[config.mk]
export PLATFORM = sky130hd
export DESIGN_NAME = mesh_term_inject_arb_flat
export DESIGN_NICKNAME = d
export VERILOG_FILES = /design/src/rtl/mesh_arb_pkg.sv /design/src/rtl/mesh_term_inject_arb_if.sv /design/src/rtl/rr_arbiter.sv /design/src/rtl/mesh_term_inject_arb.sv /design/src/flat_wrapper.sv
export SDC_FILE = /design/constraint.sdc
export NUM_CORES = 1
export LEC_CHECK = 0
export CAP_MARGIN = 5
export CORE_ASPECT_RATIO = 1.2
export CORE_UTILIZATION = 32
export DETAILED_ROUTE_END_ITERATION = 8
export PLACE_DENSITY = 0.78
export SYNTH_ARGS = -nofsm -noshare
export SYNTH_HDL_FRONTEND = slang
export SYNTH_HIERARCHICAL = 1
export SYNTH_SLANG_ARGS = --single-unit
export TNS_END_PERCENT = 20
[constraint.sdc]
create_clock -name clk -period 2.1 [get_ports clk]
set_input_delay 0.42 -clock clk [delete_from_list [all_inputs] [get_ports clk]]
set_output_delay 0.42 -clock clk [all_outputs]
set_load 0.01 [all_outputs]
[src/rtl/mesh_arb_pkg.sv]
// Shared types and the round-robin search helper for the mesh terminal injection arbiter.
package mesh_arb_pkg;

  typedef enum logic {EMPTY = 1'b0, FULL = 1'b1} state_t;

  localparam int MAX_REQ       = 8;
  localparam int DEF_NUM_REQ   = 4;
  localparam int DEF_PAKG_SIZE = 32;
  localparam int DEF_BURST     = 4;
  localparam int IDX_W         = $clog2(DEF_NUM_REQ);
  // Wide enough for any BURST up to 15.
  localparam int BURST_W       = 4;

  typedef struct packed {
    logic       found;
    logic [2:0] idx;
  } pick_t;

  // First set bit of req at or above ptr, wrapping modulo n.
  function automatic pick_t rr_pick(input logic [MAX_REQ-1:0] req,
                                    input logic [2:0] ptr,
                                    input int n);
    pick_t p;
    int    idx;
    p = '0;
    for (int i = 0; i < MAX_REQ; i++) begin
      idx = (int'(ptr) + i) % n;
      if (i < n && !p.found && req[idx]) begin
        p.found = 1'b1;
        p.idx   = 3'(idx);
      end
    end
    return p;
  endfunction

endpackage

[src/rtl/mesh_term_inject_arb_if.sv]
// Bundle between the local packet sources, the injection arbiter and one mesh terminal.
interface mesh_term_inject_arb_if
  import mesh_arb_pkg::*;
#(
  parameter int NUM_REQ   = DEF_NUM_REQ,
  parameter int PAKG_SIZE = DEF_PAKG_SIZE
);
  localparam int IW = (NUM_REQ > 1) ? $clog2(NUM_REQ) : 1;

  // Both sides are valid/consume pairs: a transfer happens at an edge where
  // the pending bit (valid) and the matching pop (consume) are both high.
  // req_pndng/req_pop face the sources, pndng_i_in/popin face the router.
  logic [NUM_REQ-1:0]           req_pndng;
  logic [NUM_REQ*PAKG_SIZE-1:0] req_data;
  logic [NUM_REQ-1:0]           req_pop;
  logic                         pndng_i_in;
  logic [PAKG_SIZE-1:0]         data_out_i_in;
  logic                         popin;
  logic [IW-1:0]                grant_id;
  logic                         err_o;
  state_t                       dbg_state;
  logic [IW-1:0]                dbg_rr_ptr;
  logic [BURST_W-1:0]           dbg_burst_cnt;

  modport master (
    input  req_pndng, req_data, popin,
    output req_pop, pndng_i_in, data_out_i_in, grant_id, err_o,
           dbg_state, dbg_rr_ptr, dbg_burst_cnt
  );

  modport slave (
    output req_pndng, req_data, popin,
    input  req_pop, pndng_i_in, data_out_i_in, grant_id, err_o,
           dbg_state, dbg_rr_ptr, dbg_burst_cnt
  );

endinterface

[src/rtl/rr_arbiter.sv]
// Combinational round-robin picker: first requester at or above ptr, wrapping.
module rr_arbiter
  import mesh_arb_pkg::*;
#(
  parameter int N  = 4,
  parameter int IW = (N > 1) ? $clog2(N) : 1
) (
  input  logic [N-1:0]  req,
  input  logic [IW-1:0] ptr,
  output logic [N-1:0]  gnt,
  output logic [IW-1:0] gnt_idx,
  output logic          any
);

  logic [MAX_REQ-1:0] req_ext;
  logic [2:0]         ptr_ext;
  pick_t              pick;

  always_comb begin
    req_ext        = '0;
    req_ext[N-1:0] = req;
    ptr_ext        = '0;
    ptr_ext[IW-1:0] = ptr;
    pick           = rr_pick(req_ext, ptr_ext, N);
    any            = pick.found && (int'(pick.idx) < N);
    gnt_idx        = pick.idx[IW-1:0];
    gnt            = '0;
    if (any) gnt[gnt_idx] = 1'b1;
  end

endmodule

[src/rtl/mesh_term_inject_arb.sv]
// Injection scheduler for one mesh terminal: round-robin with bounded bursts
// into a one-entry output register that the router drains with popin.
module mesh_term_inject_arb
  import mesh_arb_pkg::*;
#(
  parameter int NUM_REQ   = DEF_NUM_REQ,
  parameter int PAKG_SIZE = DEF_PAKG_SIZE,
  parameter int BURST     = DEF_BURST
) (
  input logic                    clk,
  input logic                    reset,
  mesh_term_inject_arb_if.master bus
);

  localparam int IW = (NUM_REQ > 1) ? $clog2(NUM_REQ) : 1;

  state_t               state, state_next;
  logic [IW-1:0]        rr_ptr, ptr_next, win_idx, grant_q;
  logic [BURST_W-1:0]   burst_cnt, cnt_next;
  logic [NUM_REQ-1:0]   win_gnt;
  logic                 win_any, load;
  logic [PAKG_SIZE-1:0] data_q;
  logic                 err_q;

  rr_arbiter #(.N(NUM_REQ), .IW(IW)) u_arb (
    .req     (bus.req_pndng),
    .ptr     (rr_ptr),
    .gnt     (win_gnt),
    .gnt_idx (win_idx),
    .any     (win_any)
  );

  always_ff @(posedge clk) begin
    if (reset) state <= EMPTY;
    else       state <= state_next;
  end

  // Reload is allowed in the same cycle the router consumes, so a steady
  // stream moves one packet per clock without a bubble.
  always_comb begin
    state_next  = state;
    bus.req_pop = '0;
    load        = !reset && win_any && (state == EMPTY || bus.popin);
    if (load) begin
      state_next  = FULL;
      bus.req_pop = win_gnt;
    end else if (state == FULL && bus.popin) begin
      state_next = EMPTY;
    end
  end

  // A burst continues only while the same index keeps winning back-to-back.
  always_comb begin
    if (win_idx == grant_q && burst_cnt != '0 && burst_cnt < BURST_W'(BURST))
      cnt_next = burst_cnt + 1'b1;
    else
      cnt_next = BURST_W'(1);
    if (cnt_next < BURST_W'(BURST))
      ptr_next = win_idx;
    else if (win_idx == IW'(NUM_REQ - 1))
      ptr_next = '0;
    else
      ptr_next = win_idx + 1'b1;
  end

  always_ff @(posedge clk) begin
    if (reset) begin
      data_q    <= '0;
      grant_q   <= '0;
      rr_ptr    <= '0;
      burst_cnt <= '0;
      err_q     <= 1'b0;
    end else begin
      if (bus.popin && state != FULL) err_q <= 1'b1;
      if (load) begin
        data_q    <= bus.req_data[int'(win_idx)*PAKG_SIZE +: PAKG_SIZE];
        grant_q   <= win_idx;
        burst_cnt <= cnt_next;
        rr_ptr    <= ptr_next;
      end
    end
  end

  assign bus.pndng_i_in    = (state == FULL);
  assign bus.data_out_i_in = data_q;
  assign bus.grant_id      = grant_q;
  assign bus.err_o         = err_q;
  assign bus.dbg_state     = state;
  assign bus.dbg_rr_ptr    = rr_ptr;
  assign bus.dbg_burst_cnt = burst_cnt;

endmodule

[src/flat_wrapper.sv]
// flat-port wrapper written by rule: the top's interface ports become plain ports
module mesh_term_inject_arb_flat import mesh_arb_pkg::*;
#(
  parameter int NUM_REQ   = DEF_NUM_REQ,
  parameter int PAKG_SIZE = DEF_PAKG_SIZE,
  parameter int BURST     = DEF_BURST
)
  (clk, reset, bus_req_pndng, bus_req_data, bus_popin, bus_req_pop, bus_pndng_i_in, bus_data_out_i_in, bus_grant_id, bus_err_o, bus_dbg_state, bus_dbg_rr_ptr, bus_dbg_burst_cnt);
  mesh_term_inject_arb_if #(.NUM_REQ(NUM_REQ), .PAKG_SIZE(PAKG_SIZE)) bus_i ();
  input logic clk;
  input logic reset;
  input wire logic [$bits(bus_i.req_pndng)-1:0] bus_req_pndng;
  input wire logic [$bits(bus_i.req_data)-1:0] bus_req_data;
  input wire logic [$bits(bus_i.popin)-1:0] bus_popin;
  output wire logic [$bits(bus_i.req_pop)-1:0] bus_req_pop;
  output wire logic [$bits(bus_i.pndng_i_in)-1:0] bus_pndng_i_in;
  output wire logic [$bits(bus_i.data_out_i_in)-1:0] bus_data_out_i_in;
  output wire logic [$bits(bus_i.grant_id)-1:0] bus_grant_id;
  output wire logic [$bits(bus_i.err_o)-1:0] bus_err_o;
  output wire logic [$bits(bus_i.dbg_state)-1:0] bus_dbg_state;
  output wire logic [$bits(bus_i.dbg_rr_ptr)-1:0] bus_dbg_rr_ptr;
  output wire logic [$bits(bus_i.dbg_burst_cnt)-1:0] bus_dbg_burst_cnt;
  assign bus_i.req_pndng = bus_req_pndng;
  assign bus_i.req_data = bus_req_data;
  assign bus_i.popin = bus_popin;
  assign bus_req_pop = bus_i.req_pop;
  assign bus_pndng_i_in = bus_i.pndng_i_in;
  assign bus_data_out_i_in = bus_i.data_out_i_in;
  assign bus_grant_id = bus_i.grant_id;
  assign bus_err_o = bus_i.err_o;
  assign bus_dbg_state = bus_i.dbg_state;
  assign bus_dbg_rr_ptr = bus_i.dbg_rr_ptr;
  assign bus_dbg_burst_cnt = bus_i.dbg_burst_cnt;
  mesh_term_inject_arb #(.NUM_REQ(NUM_REQ), .PAKG_SIZE(PAKG_SIZE), .BURST(BURST)) u_core (.clk(clk), .reset(reset), .bus(bus_i));
endmodule
# [Yosys cells after proc, flatten, opt, wreduce, memory -nomap -nowiden]
# Index checks and enable logic that the tools add are counted.
[word_totals] ff_bits=42 latch_bits=0 ram_bits=0 romBits=0 inputBits=135 output_inout_bits=47 wordCells=72 memories=0
[classes] n_addsub=5 mul=0 n_div=0 n_lt_le_gt_ge=9 n_eq_ne=2 shift=1 muxes=24 bitwise=4 reduce_logical=21
[op_table] operator="$shiftx 128x8->32" n=1
[op_table] operator="$mux 4" n=7
[op_table] operator="$lt 3x5->1 const B" n=3
[op_table] operator="$logic_and 1x1->1" n=11
[op_table] operator="$mux 1" n=10
[op_table] operator="$bmux 1 s3" n=3
[op_table] operator="$lt 4x3->1 const B" n=2
[op_table] operator="$reduce_or 2->1" n=3
[op_table] operator="$add 2x1->2 const B" n=2
[op_table] operator="$add 2x2->2 const B" n=2
[op_table] operator="$add 4x1->4 const B" n=1
[op_table] operator="$logic_not 1->1" n=4
[op_table] operator="$lt 2x4->1 const B" n=1
[op_table] operator="$mux 2" n=2
[op_table] operator="$reduce_bool 4->1" n=1
[op_table] operator="$and 1x1->1 const A" n=3
[op_table] operator="$lt 2x3->1 const B" n=1
[op_table] operator="$lt 3x3->1 const B" n=1
[op_table] operator="$bmux 1 s2" n=1
[op_table] operator="$demux 1 s2" n=1
[op_table] operator="$eq 2x2->1" n=1
[op_table] operator="$eq 2x2->1 const B" n=1
[op_table] operator="$ge 2x1->1 const B" n=1
[op_table] operator="$reduce_bool 2->1" n=1
[op_table] operator="2 further kinds" n=2

# [Longest topological paths before layout]
[depth] word_depth=20 mapped_depth=9 mapped_depth_nobuf=7

# [Modules after synthesis]
# Netlist, hierarchy kept.
[modules_own_cells] mod="mesh_term_inject_arb" n_inst=1 cells_each=239 area_each_um2=2354.8 seq_area_each_um2=840.8
[modules_own_cells] mod="rr_arbiter" n_inst=1 cells_each=32 area_each_um2=182.7 seq_area_each_um2=0.0

# [Worst setup path after synthesis]
# Ideal clock, no wire load.
[synth_path] kind="input to register" from="in bus_req_pndng[1]" to="reg u_core.data_q[30], in the netlist u_core/bus.data_out_i_in[30]" setup_ns=0.132 arrival_time_ns=2.090 required_time_ns=1.968 setup_slack_ns=-0.122 path_stages=9 path_buffers=3 cell_sequence="buf_2 -> nand2b_1 -> a21oi_1 -> a211oi_2 -> buf_6 -> buf_2 -> mux4_2 -> nand2_1 -> a21oi_1"
[synth_via] elab_chain_len=16 elab_cells_between_ends=26 cone_classes="order compare: 1; shift: 1; mux: 15; reduce/logical: 9"
[synth_rtl] item="from (decl)" line="flat_wrapper.sv:12" rtl="input wire logic [$bits(bus_i.req_pndng)-1:0] bus_req_pndng;"
[synth_rtl] item="$bmux 1 s2" line="mesh_arb_pkg.sv:28" rtl="if (i < n && !p.found && req[idx]) begin"
[synth_rtl] item="$mux 1 (implied by the code)" line="mesh_arb_pkg.sv:28"
[synth_rtl] item="$mux 4" line="mesh_arb_pkg.sv:28"
[synth_rtl] item="$logic_not 1->1" line="mesh_arb_pkg.sv:28"
[synth_rtl] item="$logic_and 1x1->1" line="mesh_arb_pkg.sv:28"
[synth_rtl] item="$mux 4" line="mesh_arb_pkg.sv:28"
[synth_rtl] item="$logic_not 1->1" line="mesh_arb_pkg.sv:28"
[synth_rtl] item="$logic_and 1x1->1" line="mesh_arb_pkg.sv:28"
[synth_rtl] item="$mux 4" line="mesh_arb_pkg.sv:28"
[synth_rtl] item="$logic_not 1->1" line="mesh_arb_pkg.sv:28"
[synth_rtl] item="$logic_and 1x1->1" line="mesh_arb_pkg.sv:28"
[synth_rtl] item="$mux 4 *" line="mesh_arb_pkg.sv:28"
[synth_rtl] item="via u_core.win_idx[0]" line="mesh_term_inject_arb.sv:18" rtl="logic [IW-1:0] rr_ptr, ptr_next, win_idx, grant_q;"
[synth_rtl] item="parallel branches: the longest is 4 deep, another holds $shiftx 128x8->32"
[synth_rtl] item="to (signal assigned)" line="mesh_term_inject_arb.sv:76" rtl="data_q <= bus.req_data[int'(win_idx)*PAKG_SIZE +: PAKG_SIZE];"
[synth_rtl] item="to (decl)" line="mesh_term_inject_arb.sv:22" rtl="logic [PAKG_SIZE-1:0] data_q;"
# Mark *: on every way through the listed nets, which the timed path passes. The select of a mux whose other input is x is not followed.
# A chain may end at the register's enable or synchronous reset.

# [Final worst setup path]
[layout_path] from="reg u_core.rr_ptr[0], in the netlist u_core/bus.dbg_rr_ptr[0]" to="reg u_core.rr_ptr[1], in the netlist u_core/bus.dbg_rr_ptr[1]"
[layout_via] elab_chain_len=20 elab_cells_between_ends=43 cone_classes="add/sub: 4; order compare: 2; eq/ne: 2; mux: 18; bitwise: 3; reduce/logical: 14"
[layout_rtl] item="from (decl)" line="mesh_term_inject_arb.sv:18"
[layout_rtl] item="from (signal assigned)" line="mesh_term_inject_arb.sv:79" rtl="rr_ptr <= ptr_next;"
[layout_rtl] item="$add 2x1->2" line="mesh_arb_pkg.sv:27" rtl="idx = (int'(ptr) + i) % n;"
[layout_rtl] item="$reduce_or 2->1 (no line)"
[layout_rtl] item="$and 1x1->1 (no line)"
[layout_rtl] item="$bmux 1 s3" line="mesh_arb_pkg.sv:28"
[layout_rtl] item="$mux 1 (implied by the code) (2 in series)" line="mesh_arb_pkg.sv:28"
[layout_rtl] item="$logic_and 1x1->1" line="mesh_arb_pkg.sv:28"
[layout_rtl] item="$mux 4" line="mesh_arb_pkg.sv:28"
[layout_rtl] item="$logic_not 1->1" line="mesh_arb_pkg.sv:28"
[layout_rtl] item="(+3 left out)"
[layout_rtl] item="$logic_and 1x1->1" line="mesh_arb_pkg.sv:28"
[layout_rtl] item="$mux 4 *" line="mesh_arb_pkg.sv:28"
[layout_rtl] item="via u_core.win_idx[1]" line="mesh_term_inject_arb.sv:18"
[layout_rtl] item="$eq 2x2->1" line="mesh_term_inject_arb.sv:54" rtl="if (win_idx == grant_q && burst_cnt != '0 && burst_cnt < BURST_W'(BURST))"
[layout_rtl] item="$logic_and 1x1->1 (2 in series)" line="mesh_term_inject_arb.sv:54"
[layout_rtl] item="$mux 4" line="mesh_term_inject_arb.sv:54"
[layout_rtl] item="$lt 4x3->1" line="mesh_term_inject_arb.sv:58" rtl="if (cnt_next < BURST_W'(BURST))"
[layout_rtl] item="$mux 2" line="mesh_term_inject_arb.sv:58"
# Mark *: on every way through the listed nets, which the timed path passes. The rest lies on a longest branch. The select of a mux whose other input is x is not followed.

==> impl_metrics.toml <==
[cts]
clk_path_buf_depth = 2
clk_pin_slew_ns = 0.09
htree_levels = 2
insertion_delay_ns = 0.29
cts_tree = "built"
numCtsBuffers = 5
cts-root-buf = "clkbuf_8"
ctsHoldBuffers = 0
clock_sinks = 42

[worst_setup_path]
cp_num_cells = 8
critPathTopFamily = "simple AND/OR/NAND/NOR gates"
worstPathRequired_ns = 2.28
endpoint = "u_core/bus.dbg_rr_ptr[1]"
crit_type = "register to register"
cpPeakStageDelay_ns = 0.56
critPathLaunch = "u_core/bus.dbg_rr_ptr[0]"
r2r_slack_ns = 0.07
crit_chain = "buf_4 -> inv_1 -> o21ai_1 -> buf_4 -> a21oi_4 -> xor2_1 -> or4b_4 -> a2111oi_2"
rr_worst_depth = 8
cp_max_fo = 5
endpoint_kind = "register"
worst_ep_arrival_time_ns = 2.21
r2r-end = "u_core/bus.dbg_rr_ptr[1]"
crit_path_frequent_cell = "buf_4"
reg2reg_from = "u_core/bus.dbg_rr_ptr[0]"
critPathSlowestCell = "or4b_4"
startpoint_type = "register"
path_buf_inv = 3

[yosys]
synth_edf_count = 0
seq_area_frac_synth_pct = 33.14
synth_top_area_share_pct = 33.14
synth_cells = 271
synthDistinctLibCells = 34
synth-main-ff-cell = "dfxtp_1"
synth.avg_cell_area_um2 = 9.363
ys_ff_latch = 42
yosysTopAreaCell = "dfxtp_1"
netlist_area_um2 = 2537
synth.net_count = 409
async_reset_ff_share_pct = 0
synth_area_leaders = "dfxtp_1 33%, mux4_2 28%, nand2_1 11%"
ys_warn_count = 6

[timing]
drv_slew = 0
fmax_ghz = 0.4930
rsz0062_at_grt = "true"
tightest_slew_ns = 0.4673
hold_ws_ns = 0.4567
relSlewSlack_pct = 68.85
min_period_ns = 2.028
setup-tns-final_ns = 0
setup_viol_count_final = 0
fin_crit_sh_pct = 96.58
hold_viol = 0
fin_skew_ns = 0.01132

[floorplanning]
row_count = 35
initial_utilization_pct = 33.11
io_pins = 182
die_area_um2 = 8291
core_area_um2 = 7664
die_w_um = 83.29
die_y_um = 99.55

[grt]
antenna_found_initial = 0
grt_max_degree = 43
grt_use_total_pct = 19.99
grt_overflow = 0
grt_first_pass_wirelength_um = 13250
grt_pass1_vias = 2849

[drt]
via_per_inst = 5.059
antenna_left = 0
drt_drc_violations_left = 0
wl_per_cell_um = 14.81
via_count = 2818
dr.pass1.iters = 4
first_iter_violations = 76
drt_wl_total_um = 8247

[job]
maxCapViolations = 0

[pwr]
pwr_density_cell_nw_per_um2 = 544.0
power_w = 0.002567
leakage_nw = 1.813
peakVddDrop_v = 0.0002827

[place]
dp_hpwl_um = 6566
port-buffer-count = 181
place_area_um2 = 4631
place_inst = 550
gp_congestion = 0.7729

[cells_and_area]
final_cells = 557
num-fill-cells = 650
n_antenna_cell = 0
final_common_cell = "clkdlybuf4s50_1"
drive_above_1_share_pct = 19.78
areaGrowthSynthToFinish_pct = 85.95
layout.nets = 603
final_cell_mix = "172 x clkdlybuf4s50_1, 74 x nand2_1, 40 x dfxtp_1, 39 x a21oi_1, 32 x mux4_2"
design_area_um2 = 4718

[run_status]
status = "complete, no violations"

[worst_hold_path]
hold_depth = 2
hp-class = "register to register"
[report_power, final]
group / internal, W / switching, W
sequential: 0.000883 / 0.0000500
clock: 0.000229 / 0.000282
combinational: 0.000710 / 0.000412
total: 0.00182 / 0.000745
[area by class of cell]
type,count,area (um2),area share (%)
repair buffers,211,2042,43.28
multi-input cells,197,1608,34.08
flip-flops and latches,42,843.3,17.87
well taps,92,115.1,2.440
clock buffers,6,72.57,1.538
inverters,8,30.03,0.6364
clock inverters,1,7.507,0.1591
[worst reg2reg max path: stages, from the launching register on]
cell and delay, ns:
dfxtp_2 0.36, buf_4 0.14, inv_1 0.06, o21ai_1 0.13, buf_4 0.13, a21oi_4 0.06
xor2_1 0.18, or4b_4 0.56, a2111oi_2 0.30
[layer usage]
| metal | vias to the layer above | wire (um) | track usage (%) |
|---|---|---|---|
| met5 | - | 0 | 0 |
| met4 | 0 | 153 | 6.631 |
| met3 | 14 | 543 | 4.066 |
| met2 | 127 | 4618 | 38.84 |
| met1 | 1329 | 2931 | 21.39 |
| li1 | 1348 | - | - |
[metrics by stage]
stage	util, %	setup slack (ns)
final	61.57	0.07173
after global placement	60.42	-0.5329
after floorplan	-	0.01497
after CTS	61.60	-0.02593
after global routing	61.57	-0.03369
after detailed placement	60.42	-0.5688
[timing repair]
| action | in CTS | in global routing |
|---|---|---|
| pin swaps | 2 | 1 |
| setup buffers | 0 | 0 |
| endpoints found under the setup margin | 38 | 38 |
| endpoints found under the hold margin | 0 | 0 |
| gates resized for setup | 16 | 18 |
[cells in the mapped netlist (all sizes together) (2+ instances only)]
library cell,number
nor3b,2
nand3,3
a211oi,3
o21ai,3
nand2b,4
ha,3
xor2,2
a21oi,43
dfxtp,42
buf,15
nand2,74
nor2,9
and2,5
nor3,4
mux4,32
inv,8
clkbuf,9
[how the worst min path moves through the flow]
| stage | start | endpoint | slack, ns |
|---|---|---|---|
| 2_1_floorplan | u_core/bus.data_out_i_in[0] | u_core/bus.data_out_i_in[0] | 0.48 |
| 5_1_grt | u_core/bus.data_out_i_in[28] | u_core/bus.data_out_i_in[28] | 0.48 |
| 3_3_place_gp | u_core/bus.data_out_i_in[14] | u_core/bus.data_out_i_in[14] | 0.44 |
| 6_report | u_core/bus.data_out_i_in[11] | u_core/bus.data_out_i_in[11] | 0.46 |
| 3_5_place_dp | u_core/bus.data_out_i_in[9] | u_core/bus.data_out_i_in[9] | 0.45 |
| 4_1_cts | u_core/bus.data_out_i_in[11] | u_core/bus.data_out_i_in[11] | 0.46 |
[cell families (layout without fill, tap and decap cells)]
logic type	after synthesis	count (layout)	share of synthesized area (%)
compound gates	54	54	12.28
fa+ha+maj	3	3	1.479
buf+inv	32	226	5.670
flops	42	42	33.14
xor+xnor	2	2	0.6905
mux	32	32	28.40
simple gates	106	106	18.34
[state kept, by name, indices dropped and copies added (netlist names)]
signal                    flops
u_core/bus.grant_id           2
u_core/bus.data_out_i_in     32
u_core/bus.dbg_burst_cnt      4
u_core/bus.dbg_state          1
u_core/bus.err_o              1
u_core/bus.dbg_rr_ptr         2
No activity file was read; power rests on OpenSTA's default activity.
